<file path="src/rtl/axi_lite_if.sv">
// axi_lite_if: AXI4-Lite channel bundle; master drives requests, slave drives responses
interface axi_lite_if #(
  parameter int DATA_WIDTH = 32,
  parameter int ADDRESS_WIDTH = 4
);
  localparam int STRB_WIDTH = DATA_WIDTH / 8;
  logic [ADDRESS_WIDTH-1:0] awaddr;
  logic [2:0] awprot;
  logic awvalid;
  logic awready;
  logic [DATA_WIDTH-1:0] wdata;
  logic [STRB_WIDTH-1:0] wstrb;
  logic wvalid;
  logic wready;
  logic [1:0] bresp;
  logic bvalid;
  logic bready;
  logic [ADDRESS_WIDTH-1:0] araddr;
  logic [2:0] arprot;
  logic arvalid;
  logic arready;
  logic [DATA_WIDTH-1:0] rdata;
  logic [1:0] rresp;
  logic rvalid;
  logic rready;
  modport master (
    output awaddr, awprot, awvalid, wdata, wstrb, wvalid, bready, araddr, arprot, arvalid, rready,
    input awready, wready, bresp, bvalid, arready, rdata, rresp, rvalid
  );
  modport slave (
    input awaddr, awprot, awvalid, wdata, wstrb, wvalid, bready, araddr, arprot, arvalid, rready,
    output awready, wready, bresp, bvalid, arready, rdata, rresp, rvalid
  );
endinterface

</file>
<file path="src/rtl/axi_lite_arbiter.sv">
// axi_lite_arbiter: two-manager to one-subordinate AXI4-Lite arbiter with
// independent round-robin write and read paths, one outstanding transaction each
module axi_lite_arbiter (
  input logic clk,
  input logic rst_n,
  axi_lite_if.slave m0,
  axi_lite_if.slave m1,
  axi_lite_if.master s
);
  typedef enum logic [1:0] {W_IDLE, W_ADDR, W_RESP} w_state_t;
  typedef enum logic [1:0] {R_IDLE, R_ADDR, R_DATA} r_state_t;
  w_state_t w_st;
  r_state_t r_st;
  logic w_gnt, w_last, aw_done, w_done;
  logic r_gnt, r_last;
  logic wa0, wa1, wr0, wr1, ra0, ra1, rd0, rd1;
  logic aw_hs, w_hs, b_hs, ar_hs, r_hs;
  assign wa0 = (w_st == W_ADDR) & ~w_gnt;
  assign wa1 = (w_st == W_ADDR) & w_gnt;
  assign wr0 = (w_st == W_RESP) & ~w_gnt;
  assign wr1 = (w_st == W_RESP) & w_gnt;
  assign ra0 = (r_st == R_ADDR) & ~r_gnt;
  assign ra1 = (r_st == R_ADDR) & r_gnt;
  assign rd0 = (r_st == R_DATA) & ~r_gnt;
  assign rd1 = (r_st == R_DATA) & r_gnt;
  assign aw_hs = s.awvalid & s.awready;
  assign w_hs = s.wvalid & s.wready;
  assign b_hs = s.bvalid & s.bready;
  assign ar_hs = s.arvalid & s.arready;
  assign r_hs = s.rvalid & s.rready;
  // grant is taken only from registered state so routing never loops back into arbitration
  always_ff @(posedge clk or negedge rst_n)
    if (!rst_n) begin
      w_st <= W_IDLE;
      w_gnt <= 1'b0;
      w_last <= 1'b1;
      aw_done <= 1'b0;
      w_done <= 1'b0;
    end else case (w_st)
      W_IDLE: if (m0.awvalid | m1.awvalid) begin
        w_gnt <= (m0.awvalid & m1.awvalid) ? ~w_last : m1.awvalid;
        w_st <= W_ADDR;
      end
      W_ADDR: begin
        aw_done <= aw_done | aw_hs;
        w_done <= w_done | w_hs;
        if ((aw_done | aw_hs) & (w_done | w_hs)) w_st <= W_RESP;
      end
      W_RESP: if (b_hs) begin
        w_last <= w_gnt;
        aw_done <= 1'b0;
        w_done <= 1'b0;
        w_st <= W_IDLE;
      end
      default: w_st <= W_IDLE;
    endcase
  always_ff @(posedge clk or negedge rst_n)
    if (!rst_n) begin
      r_st <= R_IDLE;
      r_gnt <= 1'b0;
      r_last <= 1'b1;
    end else case (r_st)
      R_IDLE: if (m0.arvalid | m1.arvalid) begin
        r_gnt <= (m0.arvalid & m1.arvalid) ? ~r_last : m1.arvalid;
        r_st <= R_ADDR;
      end
      R_ADDR: if (ar_hs) r_st <= R_DATA;
      R_DATA: if (r_hs) begin
        r_last <= r_gnt;
        r_st <= R_IDLE;
      end
      default: r_st <= R_IDLE;
    endcase
  assign s.awaddr = wa1 ? m1.awaddr : wa0 ? m0.awaddr : '0;
  assign s.awprot = wa1 ? m1.awprot : wa0 ? m0.awprot : '0;
  assign s.awvalid = ~aw_done & ((wa1 & m1.awvalid) | (wa0 & m0.awvalid));
  assign s.wdata = wa1 ? m1.wdata : wa0 ? m0.wdata : '0;
  assign s.wstrb = wa1 ? m1.wstrb : wa0 ? m0.wstrb : '0;
  assign s.wvalid = ~w_done & ((wa1 & m1.wvalid) | (wa0 & m0.wvalid));
  assign s.bready = (wr1 & m1.bready) | (wr0 & m0.bready);
  assign s.araddr = ra1 ? m1.araddr : ra0 ? m0.araddr : '0;
  assign s.arprot = ra1 ? m1.arprot : ra0 ? m0.arprot : '0;
  assign s.arvalid = (ra1 & m1.arvalid) | (ra0 & m0.arvalid);
  assign s.rready = (rd1 & m1.rready) | (rd0 & m0.rready);
  assign m0.awready = wa0 & ~aw_done & s.awready;
  assign m1.awready = wa1 & ~aw_done & s.awready;
  assign m0.wready = wa0 & ~w_done & s.wready;
  assign m1.wready = wa1 & ~w_done & s.wready;
  assign m0.bvalid = wr0 & s.bvalid;
  assign m1.bvalid = wr1 & s.bvalid;
  assign m0.bresp = wr0 ? s.bresp : '0;
  assign m1.bresp = wr1 ? s.bresp : '0;
  assign m0.arready = ra0 & s.arready;
  assign m1.arready = ra1 & s.arready;
  assign m0.rvalid = rd0 & s.rvalid;
  assign m1.rvalid = rd1 & s.rvalid;
  assign m0.rdata = rd0 ? s.rdata : '0;
  assign m1.rdata = rd1 ? s.rdata : '0;
  assign m0.rresp = rd0 ? s.rresp : '0;
  assign m1.rresp = rd1 ? s.rresp : '0;
endmodule

</file>
<file path="src/flat_wrapper.sv">
// flat-port wrapper written by rule: the top's interface ports become plain ports
module axi_lite_arbiter_flat 
  (clk, rst_n, m0_awaddr, m0_awprot, m0_awvalid, m0_wdata, m0_wstrb, m0_wvalid, m0_bready, m0_araddr, m0_arprot, m0_arvalid, m0_rready, m0_awready, m0_wready, m0_bresp, m0_bvalid, m0_arready, m0_rdata, m0_rresp, m0_rvalid, m1_awaddr, m1_awprot, m1_awvalid, m1_wdata, m1_wstrb, m1_wvalid, m1_bready, m1_araddr, m1_arprot, m1_arvalid, m1_rready, m1_awready, m1_wready, m1_bresp, m1_bvalid, m1_arready, m1_rdata, m1_rresp, m1_rvalid, s_awaddr, s_awprot, s_awvalid, s_wdata, s_wstrb, s_wvalid, s_bready, s_araddr, s_arprot, s_arvalid, s_rready, s_awready, s_wready, s_bresp, s_bvalid, s_arready, s_rdata, s_rresp, s_rvalid);
  axi_lite_if #(.DATA_WIDTH(32), .ADDRESS_WIDTH(4)) m0_i ();
  axi_lite_if #(.DATA_WIDTH(32), .ADDRESS_WIDTH(4)) m1_i ();
  axi_lite_if #(.DATA_WIDTH(32), .ADDRESS_WIDTH(4)) s_i ();
  input logic clk;
  input logic rst_n;
  input wire logic [$bits(m0_i.awaddr)-1:0] m0_awaddr;
  input wire logic [$bits(m0_i.awprot)-1:0] m0_awprot;
  input wire logic [$bits(m0_i.awvalid)-1:0] m0_awvalid;
  input wire logic [$bits(m0_i.wdata)-1:0] m0_wdata;
  input wire logic [$bits(m0_i.wstrb)-1:0] m0_wstrb;
  input wire logic [$bits(m0_i.wvalid)-1:0] m0_wvalid;
  input wire logic [$bits(m0_i.bready)-1:0] m0_bready;
  input wire logic [$bits(m0_i.araddr)-1:0] m0_araddr;
  input wire logic [$bits(m0_i.arprot)-1:0] m0_arprot;
  input wire logic [$bits(m0_i.arvalid)-1:0] m0_arvalid;
  input wire logic [$bits(m0_i.rready)-1:0] m0_rready;
  output wire logic [$bits(m0_i.awready)-1:0] m0_awready;
  output wire logic [$bits(m0_i.wready)-1:0] m0_wready;
  output wire logic [$bits(m0_i.bresp)-1:0] m0_bresp;
  output wire logic [$bits(m0_i.bvalid)-1:0] m0_bvalid;
  output wire logic [$bits(m0_i.arready)-1:0] m0_arready;
  output wire logic [$bits(m0_i.rdata)-1:0] m0_rdata;
  output wire logic [$bits(m0_i.rresp)-1:0] m0_rresp;
  output wire logic [$bits(m0_i.rvalid)-1:0] m0_rvalid;
  input wire logic [$bits(m1_i.awaddr)-1:0] m1_awaddr;
  input wire logic [$bits(m1_i.awprot)-1:0] m1_awprot;
  input wire logic [$bits(m1_i.awvalid)-1:0] m1_awvalid;
  input wire logic [$bits(m1_i.wdata)-1:0] m1_wdata;
  input wire logic [$bits(m1_i.wstrb)-1:0] m1_wstrb;
  input wire logic [$bits(m1_i.wvalid)-1:0] m1_wvalid;
  input wire logic [$bits(m1_i.bready)-1:0] m1_bready;
  input wire logic [$bits(m1_i.araddr)-1:0] m1_araddr;
  input wire logic [$bits(m1_i.arprot)-1:0] m1_arprot;
  input wire logic [$bits(m1_i.arvalid)-1:0] m1_arvalid;
  input wire logic [$bits(m1_i.rready)-1:0] m1_rready;
  output wire logic [$bits(m1_i.awready)-1:0] m1_awready;
  output wire logic [$bits(m1_i.wready)-1:0] m1_wready;
  output wire logic [$bits(m1_i.bresp)-1:0] m1_bresp;
  output wire logic [$bits(m1_i.bvalid)-1:0] m1_bvalid;
  output wire logic [$bits(m1_i.arready)-1:0] m1_arready;
  output wire logic [$bits(m1_i.rdata)-1:0] m1_rdata;
  output wire logic [$bits(m1_i.rresp)-1:0] m1_rresp;
  output wire logic [$bits(m1_i.rvalid)-1:0] m1_rvalid;
  output wire logic [$bits(s_i.awaddr)-1:0] s_awaddr;
  output wire logic [$bits(s_i.awprot)-1:0] s_awprot;
  output wire logic [$bits(s_i.awvalid)-1:0] s_awvalid;
  output wire logic [$bits(s_i.wdata)-1:0] s_wdata;
  output wire logic [$bits(s_i.wstrb)-1:0] s_wstrb;
  output wire logic [$bits(s_i.wvalid)-1:0] s_wvalid;
  output wire logic [$bits(s_i.bready)-1:0] s_bready;
  output wire logic [$bits(s_i.araddr)-1:0] s_araddr;
  output wire logic [$bits(s_i.arprot)-1:0] s_arprot;
  output wire logic [$bits(s_i.arvalid)-1:0] s_arvalid;
  output wire logic [$bits(s_i.rready)-1:0] s_rready;
  input wire logic [$bits(s_i.awready)-1:0] s_awready;
  input wire logic [$bits(s_i.wready)-1:0] s_wready;
  input wire logic [$bits(s_i.bresp)-1:0] s_bresp;
  input wire logic [$bits(s_i.bvalid)-1:0] s_bvalid;
  input wire logic [$bits(s_i.arready)-1:0] s_arready;
  input wire logic [$bits(s_i.rdata)-1:0] s_rdata;
  input wire logic [$bits(s_i.rresp)-1:0] s_rresp;
  input wire logic [$bits(s_i.rvalid)-1:0] s_rvalid;
  assign m0_i.awaddr = m0_awaddr;
  assign m0_i.awprot = m0_awprot;
  assign m0_i.awvalid = m0_awvalid;
  assign m0_i.wdata = m0_wdata;
  assign m0_i.wstrb = m0_wstrb;
  assign m0_i.wvalid = m0_wvalid;
  assign m0_i.bready = m0_bready;
  assign m0_i.araddr = m0_araddr;
  assign m0_i.arprot = m0_arprot;
  assign m0_i.arvalid = m0_arvalid;
  assign m0_i.rready = m0_rready;
  assign m0_awready = m0_i.awready;
  assign m0_wready = m0_i.wready;
  assign m0_bresp = m0_i.bresp;
  assign m0_bvalid = m0_i.bvalid;
  assign m0_arready = m0_i.arready;
  assign m0_rdata = m0_i.rdata;
  assign m0_rresp = m0_i.rresp;
  assign m0_rvalid = m0_i.rvalid;
  assign m1_i.awaddr = m1_awaddr;
  assign m1_i.awprot = m1_awprot;
  assign m1_i.awvalid = m1_awvalid;
  assign m1_i.wdata = m1_wdata;
  assign m1_i.wstrb = m1_wstrb;
  assign m1_i.wvalid = m1_wvalid;
  assign m1_i.bready = m1_bready;
  assign m1_i.araddr = m1_araddr;
  assign m1_i.arprot = m1_arprot;
  assign m1_i.arvalid = m1_arvalid;
  assign m1_i.rready = m1_rready;
  assign m1_awready = m1_i.awready;
  assign m1_wready = m1_i.wready;
  assign m1_bresp = m1_i.bresp;
  assign m1_bvalid = m1_i.bvalid;
  assign m1_arready = m1_i.arready;
  assign m1_rdata = m1_i.rdata;
  assign m1_rresp = m1_i.rresp;
  assign m1_rvalid = m1_i.rvalid;
  assign s_awaddr = s_i.awaddr;
  assign s_awprot = s_i.awprot;
  assign s_awvalid = s_i.awvalid;
  assign s_wdata = s_i.wdata;
  assign s_wstrb = s_i.wstrb;
  assign s_wvalid = s_i.wvalid;
  assign s_bready = s_i.bready;
  assign s_araddr = s_i.araddr;
  assign s_arprot = s_i.arprot;
  assign s_arvalid = s_i.arvalid;
  assign s_rready = s_i.rready;
  assign s_i.awready = s_awready;
  assign s_i.wready = s_wready;
  assign s_i.bresp = s_bresp;
  assign s_i.bvalid = s_bvalid;
  assign s_i.arready = s_arready;
  assign s_i.rdata = s_rdata;
  assign s_i.rresp = s_rresp;
  assign s_i.rvalid = s_rvalid;
  axi_lite_arbiter u_core (.clk(clk), .rst_n(rst_n), .m0(m0_i), .m1(m1_i), .s(s_i));
endmodule
</file>
<file path="config.mk">
export PLATFORM = sky130hd
export DESIGN_NAME = axi_lite_arbiter_flat
export DESIGN_NICKNAME = d
export VERILOG_FILES = /design/src/rtl/axi_lite_if.sv /design/src/rtl/axi_lite_arbiter.sv /design/src/flat_wrapper.sv
export SDC_FILE = /design/constraint.sdc
export NUM_CORES = 1
export LEC_CHECK = 0
export BUFFER_PORTS_ARGS = -buffer_cell sky130_fd_sc_hd__buf_2
export CORE_AREA = 2 2 114 116
export DETAILED_ROUTE_END_ITERATION = 16
export DIE_AREA = 0 0 116 118
export GPL_ROUTABILITY_DRIVEN = 0
export PLACE_DENSITY_LB_ADDON = 0.1
export SETUP_SLACK_MARGIN = 0.05
export SLEW_MARGIN = 25
export SYNTH_ARGS = -nofsm -noshare
export SYNTH_HDL_FRONTEND = slang
export SYNTH_SLANG_ARGS = --single-unit
</file>
<file path="constraint.sdc">
create_clock -name clk -period 2.53 [get_ports clk]
set_clock_uncertainty 0.1 [all_clocks]
set_input_delay 0.6325 -clock clk [delete_from_list [all_inputs] [get_ports clk]]
set_output_delay 0.6325 -clock clk [all_outputs]
set_load 0.005 [all_outputs]
</file>
==> impl_metrics.env <==
export IMPL_drt_iter0_drc=55
export IMPL_grt_max_degree=44
export IMPL_netlist_instances=269
export IMPL_fin_nets=698
export IMPL_nFillCells=1407
export IMPL_avgViaCountPerCell=4.068
export IMPL_status="complete, no violations"
export IMPL_crit_chain="buf_12 -> mux2i_1 -> nor2_1 -> buf_2"
export IMPL_rsz0062_at_grt="false"
export IMPL_power_frac_comb=0.738
export IMPL_synth_fa_ha_area_frac=0
export IMPL_cp_data_required_time_ns=1.80
export IMPL_arrival_ns=1.64
export IMPL_netlist_cell_type_count=32
export IMPL_p_sw_w=0.001172
export IMPL_ys_seq_elements=10
export IMPL_min_period_ns=2.368
export IMPL_maxCapViolCount=0
export IMPL_cts_tree="built"
export IMPL_peakVddDrop_mv=0.4709
export IMPL_synthXorXnorAreaFrac=0
export IMPL_hpwl_um=8174
export IMPL_die_width_um=116
export IMPL_drt_wl_total_um=9497
export IMPL_path_max_fanout=40
export IMPL_numCtsBuffers=3
export IMPL_root_buffer="clkbuf_16"
export IMPL_clock_path_buffers=2
export IMPL_p_int_w=0.001386
export IMPL_cp_slowest_cell="dfrtp_2"
export IMPL_fin_crit_sh=0.9360
export IMPL_fin_setup_tns_ns=0
export IMPL_yosys_area_top_type="mux2i_1"
export IMPL_layout_common_cells="289 x buf_2, 61 x nor2_1, 52 x mux2i_1"
export IMPL_total_leakage_power_nw=2.410
export IMPL_syn_avg_cell_area_um2=7.135
export IMPL_finalHoldViolCount=0
export IMPL_slowest_delay_ns=0.59
export IMPL_yosys_area_top_type_share=0.2712
export IMPL_cts_resized_gates=0
export IMPL_antenna_left=0
export IMPL_grt_pass1_wl_um=13860
export IMPL_multiInputGateArea_mm2=0.001549
export IMPL_overflow=0
export IMPL_dp_cells=712
export IMPL_drt_pass1_iter_count=4
export IMPL_cellPowerDensity_mw_per_mm2=706.5
export IMPL_drc=0
export IMPL_clkSinkCount=10
export IMPL_cts_setup_buffers=0
export IMPL_worstHoldPathType="in2async"
export IMPL_portBuffers=289
export IMPL_critical_path_class="reg2out"
export IMPL_syn_cell_area_mm2=0.001919
export IMPL_synth_simple_gate_area_frac=0.4498
export IMPL_synth_seq_area_share=0.1317
export IMPL_synth_warnings=0
export IMPL_clk_pin_slew_ns=0.04
export IMPL_die_area_mm2=0.01369
export IMPL_register_area_um2=254.0
export IMPL_io_pins=290
export IMPL_relSlewSlack=0.6968
export IMPL_synth_area_top_cells="mux2i_1 27%, and3_1 13%, and2_1 13%, nor2_1 12%, dfrtp_1 10%"
export IMPL_rows=41
export IMPL_layout_commonest_cell="buf_2"
export IMPL_start_util=0.1546
export IMPL_clkLatencyLatePin_ns=0.24
export IMPL_syn2layout_area_growth_pct=88.66
export IMPL_synth_top_family_by_area="simple AND/OR/NAND/NOR gates"
export IMPL_synth_compound_area_frac=0.05802
export IMPL_worst_pin_slew_ns=0.4548
export IMPL_antenna_found_initial=1
export IMPL_fin_ws_ns=0.1620
export IMPL_cp_start_kind="flip-flop"
export IMPL_wl_per_cell_um=13.25
export IMPL_setup_viol=0
export IMPL_grtUsageTotal=0.1251
export IMPL_h_tree_depth=1
export IMPL_post_route_cells_drive_above_1_share=0.5699
export IMPL_synthMuxAreaShare=0.2979
export IMPL_die_y_um=118
export IMPL_power_frac_seq=0.140
export IMPL_switching_share=0.4581
export IMPL_core_area_mm2=0.01241
export IMPL_vias=2917
export IMPL_final_max_slew_violation_count=0
export IMPL_synthesis_nets=422
export IMPL_hold_buffers=0
export IMPL_dp_slack_ns=0.3982
export IMPL_grt_pass1_vias=2762
export IMPL_instances_no_fill=717
export IMPL_clkPwrFrac=0.122
export IMPL_cp_end_kind="output pin"
export IMPL_fmax_mhz=422.3
## through the flow
stage	total power (W)	utilization	hold slack [ns]	instance area, µm²
finish	0.002558	0.2917	0.1537	3621
global route	0.002789	0.2917	0.1732	3621
CTS	0.002597	0.2915	0.1601	3618
detailed placement	0.002269	0.2843	0.4121	3530
global placement	0.002271	0.2843	0.4145	3530
floorplan	0.001534	-	0.2369	1919
## final cells by class
class,instances,area share
multi-input combinational,233,0.4278
antenna,1,0.0006911
clock buffer,4,0.02453
timing repair buffer,295,0.4153
tap,172,0.05943
sequential,10,0.07015
inverter,2,0.002073
## registers in the layout, indices dropped and copies added (netlist names)
name            flops
u_core.r_gnt        1
u_core.r_st         2
u_core.w_gnt        1
u_core.r_last       1
u_core.aw_done      1
u_core.w_done       1
u_core.w_last       1
u_core.w_st         2
## final timing paths
check / start / to / slack [ns] / depth (start not counted)
max in group asynchronous: rst_n / u_core.w_last / 1.92 / 1
min in group clk: u_core.r_st[1] / u_core.r_st[0] / 0.44 / 1
worst max-delay path: u_core.w_gnt / s_awaddr[1] / 0.16 / 4
worst min-delay path: rst_n / u_core.r_st[0] / 0.15 / 1
worst min register to register: u_core.r_st[1] / u_core.r_st[0] / 0.44 / 1
worst max register to register: u_core.w_gnt / u_core.w_st[0] / 0.97 / 3
## worst max-delay path: cells and delay by family, from the launching register on
family | cells | cell delay (ns)
flip-flops | 1 | 0.59
multiplexers | 1 | 0.26
AND/OR/NAND/NOR | 1 | 0.05
buffers and inverters | 2 | 0.45
## power groups by stage
stage	sequential [W]	combinational [W]	clock, W
global route	0.000374	0.00209	0.000329
detailed placement	0.000360	0.00191	0
CTS	0.000360	0.00192	0.000321
floorplan	0.000298	0.00124	0
finish	0.000359	0.00189	0.000312
global placement	0.000359	0.00191	0
## per-layer routing
metal / up-vias / global-route usage / share of wire
met5: - / 0 / 0
met4: 0 / 0.01711 / 0.012
met3: 8 / 0.02832 / 0.090
met2: 164 / 0.2518 / 0.53
met1: 1268 / 0.1309 / 0.36
li1: 1477 / - / -
## cell usage after synthesis
library cell and n:
inv_1 2, o2bb2ai_1 2, mux2i_2 1, buf_6 1
and2_1 40, and3_1 41, a31oi_1 2, mux2_4 1
mux2i_1 52, nor4b_1 2, or3_1 1, clkbuf_1 11
dfstp_2 2, a32o_1 2, clkbuf_2 1, nand2_1 6
a21oi_1 2, o32ai_1 2, nand3_1 1, dfrtp_1 8
nand2b_1 4, a22o_1 1, nor2_2 1, nor3b_2 1
nor2b_1 4, mux2_2 2, buf_2 11, nand3b_1 1
o22ai_1 1, nor2_1 61, o311a_1 1, a31o_2 1
## logic make-up after synthesis
| family | after synthesis |
|---|---|
| buffers and inverters | 26 |
| DFF | 10 |
| and+or+nand+nor | 163 |
| AOI/OAI and AO/OA | 14 |
| muxes | 56 |
Power figures use the tool's default switching activity.
